[src/rtl/cube_infer_scheduler.sv]
// Round-robin scheduler that shares one cube_data_buffer and network pipeline between
// two requesters. It loads the cube, starts the network, bounds the wait, and returns a tagged result.
module cube_infer_scheduler #(
  parameter int RES_W   = 8,
  parameter int TIMEOUT = 1023
) (
  input  logic             clk,
  input  logic             rst_n,
  input  logic             req0_valid,
  input  logic [119:0]     req0_cube,
  output logic             req0_ready,
  input  logic             req1_valid,
  input  logic [119:0]     req1_cube,
  output logic             req1_ready,
  output logic             buf_load,
  output logic [119:0]     buf_d,
  output logic             net_start,
  input  logic             net_done,
  input  logic [RES_W-1:0] net_result,
  output logic             res_valid,
  input  logic             res_ready,
  output logic             res_id,
  output logic [RES_W-1:0] res_data,
  output logic             res_timeout,
  output logic             busy,
  output logic [2:0]       dbg_state
);

  // Handshakes: a transfer happens in any cycle where valid and ready are both high.
  // The producer holds valid and its payload until then. Ready never depends on
  // anything other than the current state and the current valids.

  localparam int CNT_W = $clog2(TIMEOUT + 1);
  localparam logic [CNT_W-1:0] CNT_LAST = CNT_W'(TIMEOUT - 1);

  typedef enum logic [2:0] {
    S_IDLE  = 3'd0,
    S_LOAD  = 3'd1,
    S_START = 3'd2,
    S_WAIT  = 3'd3,
    S_RESP  = 3'd4
  } state_e;

  state_e             state_q, state_d;
  logic [119:0]       buf_d_q, buf_d_d;
  logic [RES_W-1:0]   res_data_q, res_data_d;
  logic               res_id_q, res_id_d;
  logic               res_timeout_q, res_timeout_d;
  logic               last_grant_q, last_grant_d;
  logic [CNT_W-1:0]   cnt_q, cnt_d;
  logic               grant;
  logic               accept;

  // On a tie, the port that did not win last time gets the grant.
  always_comb begin
    grant = req1_valid;
    if (req0_valid && req1_valid) begin
      grant = ~last_grant_q;
    end
    accept = (state_q == S_IDLE) && (req0_valid || req1_valid);
  end

  assign req0_ready = accept & ~grant;
  assign req1_ready = accept & grant;

  always_comb begin
    state_d       = state_q;
    buf_d_d       = buf_d_q;
    res_data_d    = res_data_q;
    res_id_d      = res_id_q;
    res_timeout_d = res_timeout_q;
    last_grant_d  = last_grant_q;
    cnt_d         = cnt_q;
    case (state_q)
      S_IDLE: begin
        if (accept) begin
          buf_d_d      = grant ? req1_cube : req0_cube;
          res_id_d     = grant;
          last_grant_d = grant;
          state_d      = S_LOAD;
        end
      end
      S_LOAD: state_d = S_START;
      S_START: begin
        cnt_d   = '0;
        state_d = S_WAIT;
      end
      S_WAIT: begin
        // A completion arriving on the limit cycle still counts as a real result.
        cnt_d = cnt_q + CNT_W'(1);
        if (net_done) begin
          res_data_d    = net_result;
          res_timeout_d = 1'b0;
          state_d       = S_RESP;
        end else if (cnt_q == CNT_LAST) begin
          res_data_d    = '0;
          res_timeout_d = 1'b1;
          state_d       = S_RESP;
        end
      end
      S_RESP: begin
        if (res_ready) begin
          state_d = S_IDLE;
        end
      end
      default: state_d = S_IDLE;
    endcase
  end

  always_ff @(posedge clk or negedge rst_n) begin
    if (!rst_n) begin
      state_q       <= S_IDLE;
      buf_d_q       <= '0;
      res_data_q    <= '0;
      res_id_q      <= 1'b0;
      res_timeout_q <= 1'b0;
      last_grant_q  <= 1'b1;
      cnt_q         <= '0;
    end else begin
      state_q       <= state_d;
      buf_d_q       <= buf_d_d;
      res_data_q    <= res_data_d;
      res_id_q      <= res_id_d;
      res_timeout_q <= res_timeout_d;
      last_grant_q  <= last_grant_d;
      cnt_q         <= cnt_d;
    end
  end

  // Strobes decode straight from the state register, so reset clears them immediately.
  assign buf_load    = (state_q == S_LOAD);
  assign net_start   = (state_q == S_START);
  assign res_valid   = (state_q == S_RESP);
  assign busy        = (state_q != S_IDLE);
  assign buf_d       = buf_d_q;
  assign res_id      = res_id_q;
  assign res_data    = res_data_q;
  assign res_timeout = res_timeout_q;
  assign dbg_state   = state_q;

endmodule

[config.mk]
export PLATFORM = sky130hd
export DESIGN_NAME = cube_infer_scheduler
export DESIGN_NICKNAME = d
export VERILOG_FILES = /design/src/rtl/cube_infer_scheduler.sv
export SDC_FILE = /design/constraint.sdc
export NUM_CORES = 1
export LEC_CHECK = 0
export CORE_AREA = 2 2 154 156
export DETAILED_ROUTE_END_ITERATION = 7
export DIE_AREA = 0 0 156 158
export SLEW_MARGIN = 20
export SYNTH_ARGS = -nofsm -noshare
export SYNTH_HDL_FRONTEND = slang
export SYNTH_SLANG_ARGS = --single-unit
[constraint.sdc]
create_clock -name clk -period 1.72 [get_ports clk]
set_input_delay 0.172 -clock clk [delete_from_list [all_inputs] [get_ports clk]]
set_output_delay 0.172 -clock clk [all_outputs]
set_load 0.05 [all_outputs]
[After elaboration in Yosys (flattened, before gate mapping)]
Cells that the tools add are included.
Cells by class
  $add $sub $neg: 1
  equal/unequal tests: 8
  muxes and demuxes: 12
  bitwise gates (word level): 4
  reductions and logical operators: 10
Operator list (count)
  120-bit 2-to-1 mux: 1
  10-bit case mux with 2 select lines: 1
  8-bit 2-to-1 mux: 2
  3-bit case mux with 5 select lines: 1
  3-bit 2-to-1 mux: 4
  10-bit by 1-bit adder with 10-bit output, second input constant: 1
  10-bit == test, second input constant: 1
  3-bit by 2-bit == test with 1-bit output, second input constant: 2
  2-bit AND reduction: 2
  2-bit nonzero test: 2
  3-bit by 1-bit == test with 1-bit output, second input constant: 1
  3-bit == test, second input constant: 1
  3-bit zero test: 1
  1-bit 2-to-1 mux: 3
  3-bit inequality test, second input constant: 1
  3-bit AND reduction: 1
  3-bit nonzero test: 1
  1-bit AND: 2
  1-bit logical AND: 2
  2-bit by 1-bit inequality test with 1-bit output, second input constant: 1
  2-bit inequality test, second input constant: 1
  1-bit NOT: 2
  1-bit logical OR: 1
Word-level totals
  flip-flop bits (word level): 144
  input port bits: 254
  output and inout port bits: 139
  word-level logic and storage cells: 42

[Longest topological paths before layout]
Gate-level depths: netlist of the first run.
  word-level depth: 4
  gate-level depth with buffers: 7
  mapped depth without buffers: 5

[Least setup slack after synthesis of the first run]
OpenSTA, ideal clock, no wires.
  path kind: register to output
  from: register state_q[0] (netlist: dbg_state[0])
  to: output buf_load
  data arrival time: 2.063 ns
  required time: 1.548 ns
  path slack: -0.515 ns
  stages on the path, launching flop included: 3
  buffers on the path: 1
  cells stage by stage: dfrtp_1 buf_2 nor3b_1
On the way
  cells in the longest elaborated chain, start to end: 1
RTL lines
  start, declared: RTL line 44  | state_e state_q, state_d;
  start signal, assigned: RTL line 120  | state_q <= state_d;
  3-bit by 1-bit == test with 1-bit output: RTL line 131  | assign buf_load = (state_q == S_LOAD);
  end, declared: RTL line 15  | output logic buf_load,
Every way passes these cells.

[Worst setup path in the final report of the first run]
  from: register state_q[0] (netlist: dbg_state[0])
  to: output req0_ready
On the way
  cells in the longest elaborated chain, start to end: 3
RTL lines
  3-bit zero test: RTL line 60  | accept = (state_q == S_IDLE) && (req0_valid || req1_valid);
  1-bit logical AND: RTL line 60
  1-bit AND: RTL line 63  | assign req0_ready = accept & ~grant;
  end, declared: RTL line 11  | output logic req0_ready,
Every way passes these cells.

==> results of run 1 <==
==> cell families after synthesis <==
kind of cell / synth area share, %
flip-flops: 54.4
adder cells (fa/ha/maj): 0.378
buffers and inverters: 6.14
AND/OR/NAND/NOR: 3.78
multiplexers: 0.756
AO/OA/AOI/OAI: 34.5
==> power groups by stage <==
stage          Combinational (µW)  Clock (µW)  Sequential, µW
2_1_floorplan                3860           0           10700
3_5_place_dp                13600           0            5760
6_report                    15000        3740            5750
5_1_grt                     15700        3970            5920
3_3_place_gp                13600           0            5800
4_1_cts                     13600        3820            5740
==> state kept, by name (all words and copies together), names as in the netlist <==
| register | flops |
|---|---|
| res_data | 8 |
| res_id | 1 |
| buf_d | 120 |
| last_grant_q | 1 |
| res_timeout | 1 |
| cnt_q | 10 |
| dbg_state | 3 |
==> critical path, stage by stage, from the launching register on <==
cell and delay (ns):
dfrtp_2 0.44, nor3_4 0.28, and3_4 0.25, buf_12 0.11, buf_12 0.12
==> what timing repair did <==
action                                  4_1_cts  5_1_grt
pin swaps                                     4       22
gates cloned                                  3       21
endpoints found under the setup margin       80      125
setup buffers                                14        8
resized for setup                           101       92
hold buffers                                  1        0
hold endpoints to repair                     41        0
==> cells in the final DEF (no fill, tap or decap), drive strengths merged, types with 2 or more instances in the layout <==
cell / Yosys / final
mux2i: 5 / 5
ha: 2 / 2
clkinvlp: 0 / 4
inv: 6 / 8
bufinv: 0 / 2
o2bb2ai: 8 / 8
nand2: 18 / 18
dfrtp: 143 / 143
a21boi: 120 / 120
or2: 2 / 2
nand4: 4 / 4
and3: 2 / 2
o41ai: 2 / 2
o31ai: 2 / 2
o21ai: 2 / 2
clkbuf: 19 / 36
nor2: 3 / 3
o311ai: 2 / 2
a21o: 2 / 2
clkdlybuf4s50: 0 / 252
dlygate4sd2: 0 / 76
clkinv: 0 / 4
a221o: 120 / 120
nor4: 2 / 2
buf: 40 / 124
nor3: 3 / 3
nand3: 4 / 4
==> layer usage <==
| metal | wire [µm] | global-route usage, % | vias to the layer above | part of all wire (%) |
|---|---|---|---|---|
| li1 | - | - | 2972 | - |
| met1 | 11600 | 24.9 | 3246 | 40 |
| met2 | 14400 | 32.9 | 308 | 50 |
| met3 | 2040 | 5.72 | 46 | 7.1 |
| met4 | 620 | 6.73 | 0 | 2.2 |
| met5 | 0 | 0 | - | 0 |
==> path summary, 6_finish.rpt <==
kind	slack (ns)	endpoint	depth (start not counted)	from
max	-0.08	req0_ready	4	dbg_state[0]
min	0.27	buf_d[103]	2	rst_n
max reg2reg	-0.02	buf_d[38]	6	dbg_state[0]
min reg2reg	0.48	res_id	1	res_id
max in group asynchronous	0.83	last_grant_q	3	rst_n
min in group clk	0.30	res_data[5]	2	net_result[5]
==> layout make-up <==
type                            instances  area (µm²)
Fill cell                            2045       10700
Multi-Input combinational cell        315        2760
Clock inverter                         12         135
Sequential cell                       144        3610
Inverter                                6        25.0
Timing Repair Buffer                  469        5010
Tap cell                              290         363
Clock buffer                           20         447
==> through the flow <==
stage               TNS [ns]  cell area [µm²]  setup slack (ns)
CTS                    -1.33            11600           -0.0827
global route           -7.72            12300            -0.174
global placement       -1.11            10900           -0.0611
detailed placement     -1.40            10900           -0.0880
floorplan           -0.00868             6650          -0.00868
finish                -0.349            12300           -0.0850
==> metrics, run 1 <==
DP Cell Count=1182; via count=6572; cell area power density=1980 nW/µm²; Routed Antenna Nets=0; Layout Cells excl Fill=1256; CTS tree=built; Worst Slack Setup Final=-0.0850 ns; Core Region=23100 µm²; FF+latch count, synth=144; net load switching power=11500 µW; wire length per cell=22.8 µm; TritonRoute pass-1 iters=4; maxcap violations=0; PortBufs=392; Die ar.=24600 µm²; Final Setup Violations=13; share of post-route cells with drive strength above 1=22.6%; first-pass GRT wire length=37600 µm; Avg Synthesized Cell Area=12.6 µm²; CP arrival=1.63 ns; Internal=13000 µW; placer congestion estimate=0.762; Clock H-tree levels=4; cell row count=56; ys flop type=dfrtp_1; Num CTS Buffers=17; Final Hold Slack=0.270 ns; clock sinks=144; Post-Syn Nets=780; initial antenna violation count=0; register area share after synthesis=54.4%; initial core utilization=28.7%; Worst Setup Start Kind=register; status=finished with violations; pins over their slew limit=0; Hold Fails Final Rpt=0; top cells by area, synth=dfrtp_1 54%, a221o_1 18%, a21boi_0 13%; Avg Vias per Cell=5.23; Post-Syn Area=6620 µm²; routed wire length=28700 µm; nets@finish=1209; Worst Skew=0.0101 ns; Synth warnings=0; synth unique cells=40; Remaining Overflow, GRT=0; worst skew pair latency=0.42 ns; largest net degree at the start of global routing=51; n_diodes=0; Reg power frac=23.5%; drt drc=0; combinational power share=61.2%; GRT Util Overall=19.8%; min cycle time layout=1.80 ns; Tcrit/Tclk final=105%; most frequent cells after synthesis=143 x dfrtp_1, 120 x a221o_1, 119 x a21boi_0, 22 x buf_2, 19 x clkbuf_1; Peak VDD IR=1180 µV; Synth top area share=54.0%; Post-synth EDFFs=0; Hold WC Path Type=primary input to asynchronous set/reset pin; vias in the first global route=6557; Switching Fraction=46.8%; CTS root buffer=clkbuf_16; Worst setup EP type=output port; Fmax achieved=554 MHz; Rel. slew slack=64.8%; crit path kind=register to output port; Layout Utilization=53.6%; Max Buffers Root-to-Sink=2; DP HPWL=17500 µm; violated checks=negative setup slack; RSZ-0062 raised after global routing=true; Die Height=158 µm; Gate Count Post-Synth=524; most common cell in the netlist=dfrtp_1; die width=156 µm; Critical Path RT=1.55 ns; ys async rst share=100%; Ports=393; area leader, netlist=dfrtp_1; measured slew at the worst slew-check pin=0.524 ns; DR iter-0 viols=355; final total power=24500 µW; Pleak=0.00542 µW; area added between synthesis and finish=86.4%; clock-pin slew on the worst setup and hold paths=0.07 ns; part of the power in the clock network=15.3%; Crit Path Max Fanout=4
Power figures use the tool's default switching activity.
==> run 2: changes to the inputs <==
- PLACE_DENSITY: default -> 0.69
==> run 2 against run 1 <==
Against the previous run:
- the flow still finishes with violations (negative setup slack)
- worst hold slack gained 0.027 ns
- worst setup slack gained 0.022 ns
- clock power shrank 7.2%
- count of clock-buffer cells in the layout is the same
- total power shrank 7.1%
- critical path type unchanged
- largest cell class unchanged
==> metrics, run 2 (synthesized netlist as in run 1, its figures left out) <==
CTS tree=built; Num CTS Buffers=17; area added between synthesis and finish=75.4%; Hold Fails Final Rpt=0; Internal=11800 µW; Rel. slew slack=64.7%; RSZ-0062 raised after global routing=true; PortBufs=392; measured slew at the worst slew-check pin=0.529 ns; n_diodes=0; Core Region=23100 µm²; min cycle time layout=1.78 ns; DR iter-0 viols=443; most common cell after layout, fill and taps aside=clkdlybuf4s50_1; Fmax achieved=561 MHz; initial antenna violation count=0; maxcap violations=0; cell row count=56; drt drc=0; CTS root buffer=clkbuf_16; pins over their slew limit=0; clock-pin slew on the worst setup and hold paths=0.07 ns; wire length per cell=21.0 µm; Worst setup EP type=output port; Ports=393; die width=156 µm; Final Setup Violations=4; Routed Antenna Nets=0; largest net degree at the start of global routing=63; DP HPWL=16500 µm; share of post-route cells with drive strength above 1=16.0%; CP arrival=1.61 ns; placer congestion estimate=0.760; worst skew pair latency=0.41 ns; crit-path cells=nor3_4 > buf_6 > and3_4 > buf_8 > buf_12; TritonRoute pass-1 iters=5; Reg power frac=25.4%; Die Height=158 µm; nets@finish=1179; CP max stage cell=dfrtp_2; max reg flops=120; cell area power density=1960 nW/µm²; most frequent cells in the layout=252 x clkdlybuf4s50_1, 140 x dfrtp_1, 120 x a221o_1; vias in the first global route=6211; net load switching power=11000 µW; Peak VDD IR=844 µV; status=finished with violations; max incr delay on CP=0.42 ns; pre-CTS WS=0.00898 ns; Max Buffers Root-to-Sink=2; via count=6430; Switching Fraction=48.2%; total negative slack=-0.133 ns; part of the power in the clock network=15.3%; Crit Path Max Fanout=4; Worst Slack Setup Final=-0.0632 ns; clock sinks=144; Tcrit/Tclk final=104%; Worst Setup Start Kind=register; crit path kind=register to output port; Critical Path RT=1.55 ns; first-pass GRT wire length=35100 µm; routed wire length=25700 µm; Die ar.=24600 µm²; Avg Vias per Cell=5.24; violated checks=negative setup slack; initial core utilization=28.7%; Remaining Overflow, GRT=0; Worst Skew=0.0165 ns; combinational power share=59.3%; Clock H-tree levels=4; Pleak=0.00510 µW; Hold WC Path Type=primary input to asynchronous set/reset pin; GRT Util Overall=18.2%
==> run 2: final cells by class <==
cell class | count | area (µm²)
Timing Repair Buffer | 439 | 4440
Clock buffer | 20 | 447
Inverter | 6 | 22.5
Tap cell | 290 | 363
Fill cell | 2091 | 11400
Clock inverter | 12 | 101
Multi-Input combinational cell | 315 | 2640
Sequential cell | 144 | 3610
==> run 2: power by group through the flow <==
stage	sequential, µW	clock (µW)	combinational (µW)
global route	5960	3740	14200
detailed placement	5800	0	13400
finish	5780	3470	13500
floorplan	10700	0	3860
CTS	5780	3570	13000
global placement	5840	0	13300
==> run 2: worst max-delay path: cells and delay by family, from the launching register on <==
kind | cells | cell delay [ns]
AND/OR/NAND/NOR | 2 | 0.42
flip-flops | 1 | 0.42
buffers and inverters | 3 | 0.36
==> run 2: worst paths after layout <==
kind | start | to | slack, ns | cells after the start
setup / recovery | dbg_state[0] | req1_ready | -0.06 | 5
hold / removal | rst_n | buf_d[67] | 0.30 | 2
setup reg to reg | dbg_state[0] | buf_d[9] | 0.02 | 6
hold reg to reg | res_id | res_id | 0.48 | 1
max in group asynchronous | rst_n | buf_d[0] | 0.85 | 3
min in group clk | net_result[2] | res_data[2] | 0.31 | 2
==> run 2: routing by layer <==
layer	vias to the layer above	routed length, µm	GRT usage (%)
met2	303	12400	30.3
met5	-	0	0
met1	3193	10600	22.8
li1	2907	-	-
met3	27	2190	6.05
met4	0	419	4.72
==> run 2: repair_timing <==
action / 4_1_cts / 5_1_grt
endpoints found under the hold margin: 39 / 0
buffers inserted: 9 / 3
gates resized for setup: 90 / 11
endpoints found under the setup margin: 86 / 123
pin swaps: 2 / 1
hold buffers: 1 / 0
cloned: 0 / 9
==> run 2: metrics by stage <==
step | std cells | hold WS (ns) | area [µm²] | power (µW) | util, %
after CTS | 1215 | 0.288 | 11400 | 22300 | 49.3
final | 1226 | 0.297 | 11600 | 22700 | 50.4
after global routing | 1226 | 0.293 | 11600 | 23900 | 50.4
after detailed placement | 1174 | 0.173 | 10800 | 19200 | 46.9
after floorplan | 524 | -0.124 | 6650 | 14500 | -
after global placement | 1174 | 0.169 | 10800 | 19100 | 46.9
==> run 3: changes to the inputs <==
- CORE_AREA: 2 2 154 156 -> 2 2 152 154
- DIE_AREA: 0 0 156 158 -> 0 0 154 156
- PLACE_DENSITY: 0.69 -> 0.71
==> run 3 against run 2 <==
Against the previous run:
- the run still ends with negative setup slack left
- wire length grew 2.7%
- worst hold slack lost 0.042 ns
- final cell count shrank 0.41%
- utilization grew 1.9 points
- largest power group unchanged
==> metrics, run 3 (synthesized netlist as in run 1, its figures left out) <==
status=finished with violations; violated checks=negative setup slack; drt drc=0; Ports=393; Layout Utilization=52.3%; max incr delay on CP=0.42 ns; Max Buffers Root-to-Sink=2; routed wire length=26400 µm; met2 GRT Util=32.3%; wire length per cell=21.6 µm; GR peak layer=met2; Rel. slew slack=65.3%; post-route cell area=11700 µm²; part of the power in the clock network=16.4%; min cycle time layout=1.83 ns; DR iter-0 viols=404; met1 Resource Use GR=25.2%; crit-path cells=nor3_4 > buf_12 > and3_4 > buf_8 > buf_12; pins over their slew limit=0; placed cell areas=10800 µm²; PortBufs=392; Reg power frac=24.8%; Peak VDD IR=1080 µV; Critical Path RT=1.55 ns; Fmax achieved=547 MHz; clock sinks=144; TritonRoute pass-1 iters=4; CP Buf/Inv Count=3; Final Hold Slack=0.255 ns; Worst Skew=0.0117 ns; Num CTS Buffers=17; Tcrit/Tclk final=106%; combinational power share=58.8%; first-pass GRT wire length=37300 µm; Avg Vias per Cell=5.24; measured slew at the worst slew-check pin=0.522 ns; die width=154 µm; most common cell after layout, fill and taps aside=clkdlybuf4s50_1; max reg flops=120; clock-pin slew on the worst setup and hold paths=0.06 ns; Worst Setup Start Kind=register; crit path kind=register to output port; CTS root buffer=clkbuf_16; Clock H-tree levels=4; CTS tree=built; placer congestion estimate=0.766; cell row count=55; DP HPWL=17100 µm; Remaining Overflow, GRT=0; Crit Path Max Fanout=6; maxcap violations=0; initial core utilization=29.6%; cell area power density=1990 nW/µm²; GRT Util Overall=19.8%; share of post-route cells with drive strength above 1=15.3%; largest net degree at the start of global routing=62; nets@finish=1179; M3 GR Usage=5.83%; Die Height=156 µm; RSZ-0062 raised after global routing=true; CP most frequent cell=buf_12; Routed Antenna Nets=0; Core Region=22400 µm²; via count=6403; vias in the first global route=6451; worst skew pair latency=0.42 ns; CP arrival=1.65 ns; Switching Fraction=47.3%; most frequent cells in the layout=252 x clkdlybuf4s50_1, 140 x dfrtp_1, 120 x a221o_1; Hold WC Path Type=primary input to asynchronous set/reset pin; Worst Slack Setup Final=-0.107 ns; Worst setup EP type=output port; Final Setup Violations=46; Hold Fails Final Rpt=0; Pleak=0.00514 µW; Internal=12300 µW; Die ar.=24000 µm²; CP max stage cell=dfrtp_2; initial antenna violation count=1; critical path's top delay family=simple AND/OR/NAND/NOR gates; area added between synthesis and finish=76.8%; net load switching power=11000 µW
run 3: cell count changes in the layout (fill, tap and decap cells not counted), sizes merged:
cell         previous run  this run
bufinv                  0         3
dlygate4sd2            82        88
diode                   0         1
buf                    98        90
clkinv                  5         2
clkinvlp                3         4
clkbuf                 26        27
inv                    10         9
run 3: layout make-up:
| cell class | count | area [µm²] |
|---|---|---|
| diodes | 1 | 2.50 |
| well taps | 285 | 357 |
| clock inverters | 12 | 160 |
| repair buffers | 439 | 4490 |
| multi-input cells | 315 | 2630 |
| clock buffers | 19 | 433 |
| fillers | 2021 | 10700 |
| inverters | 6 | 22.5 |
| flip-flops and latches | 144 | 3610 |
run 3: final timing paths:
check                          endpoint  depth (start not counted)  slack [ns]           from
min                           buf_d[54]                          2        0.26          rst_n
max reg2reg                    buf_d[3]                          6       -0.04   dbg_state[1]
max                          req1_ready                          5       -0.11   dbg_state[1]
max in group asynchronous  last_grant_q                          3        0.81          rst_n
min in group clk            res_data[3]                          2        0.30  net_result[3]
min reg2reg                      res_id                          1        0.49         res_id
run 3: repair_timing:
item | 4_1_cts | 5_1_grt
pin swaps | 31 | 1
setup endpoints to repair | 92 | 118
resized for setup | 101 | 8
hold buffers | 1 | 0
endpoints found under the hold margin | 37 | 0
cloned | 1 | 8
setup buffers | 7 | 8
run 3: worst register-to-register path: cells and delay by family, from the launching register on:
kind                   cells  cell delay (ns)
AOI/OAI and AO/OA          1             0.18
buffers and inverters      3             0.67
and+or+nand+nor            2             0.43
DFF                        1             0.42
run 3: through the flow:
step	power (µW)	TNS, ns	cells	worst slack, ns
after global placement	19100	-0.105	1165	-0.0135
after detailed placement	19300	-2.05	1165	-0.0614
after global routing	24300	-6.91	1220	-0.164
final	23300	-1.18	1221	-0.107
after CTS	22800	-0.740	1205	-0.138
after floorplan	14500	-0.00868	524	-0.00868
run 3: per-layer routing:
layer / wire length (µm) / vias to the layer above
met1: 11200 / 3158
met3: 2050 / 34
met4: 527 / 0
li1: - / 2902
met5: 0 / -
met2: 12600 / 309
run 3: power by group through the flow:
| stage | combinational, µW | clock (µW) | sequential (µW) |
|---|---|---|---|
| 2_1_floorplan | 3860 | 0 | 10700 |
| 3_3_place_gp | 13300 | 0 | 5820 |
| 6_report | 13700 | 3810 | 5780 |
| 4_1_cts | 13100 | 3900 | 5780 |
| 3_5_place_dp | 13500 | 0 | 5810 |
| 5_1_grt | 14300 | 4040 | 5970 |
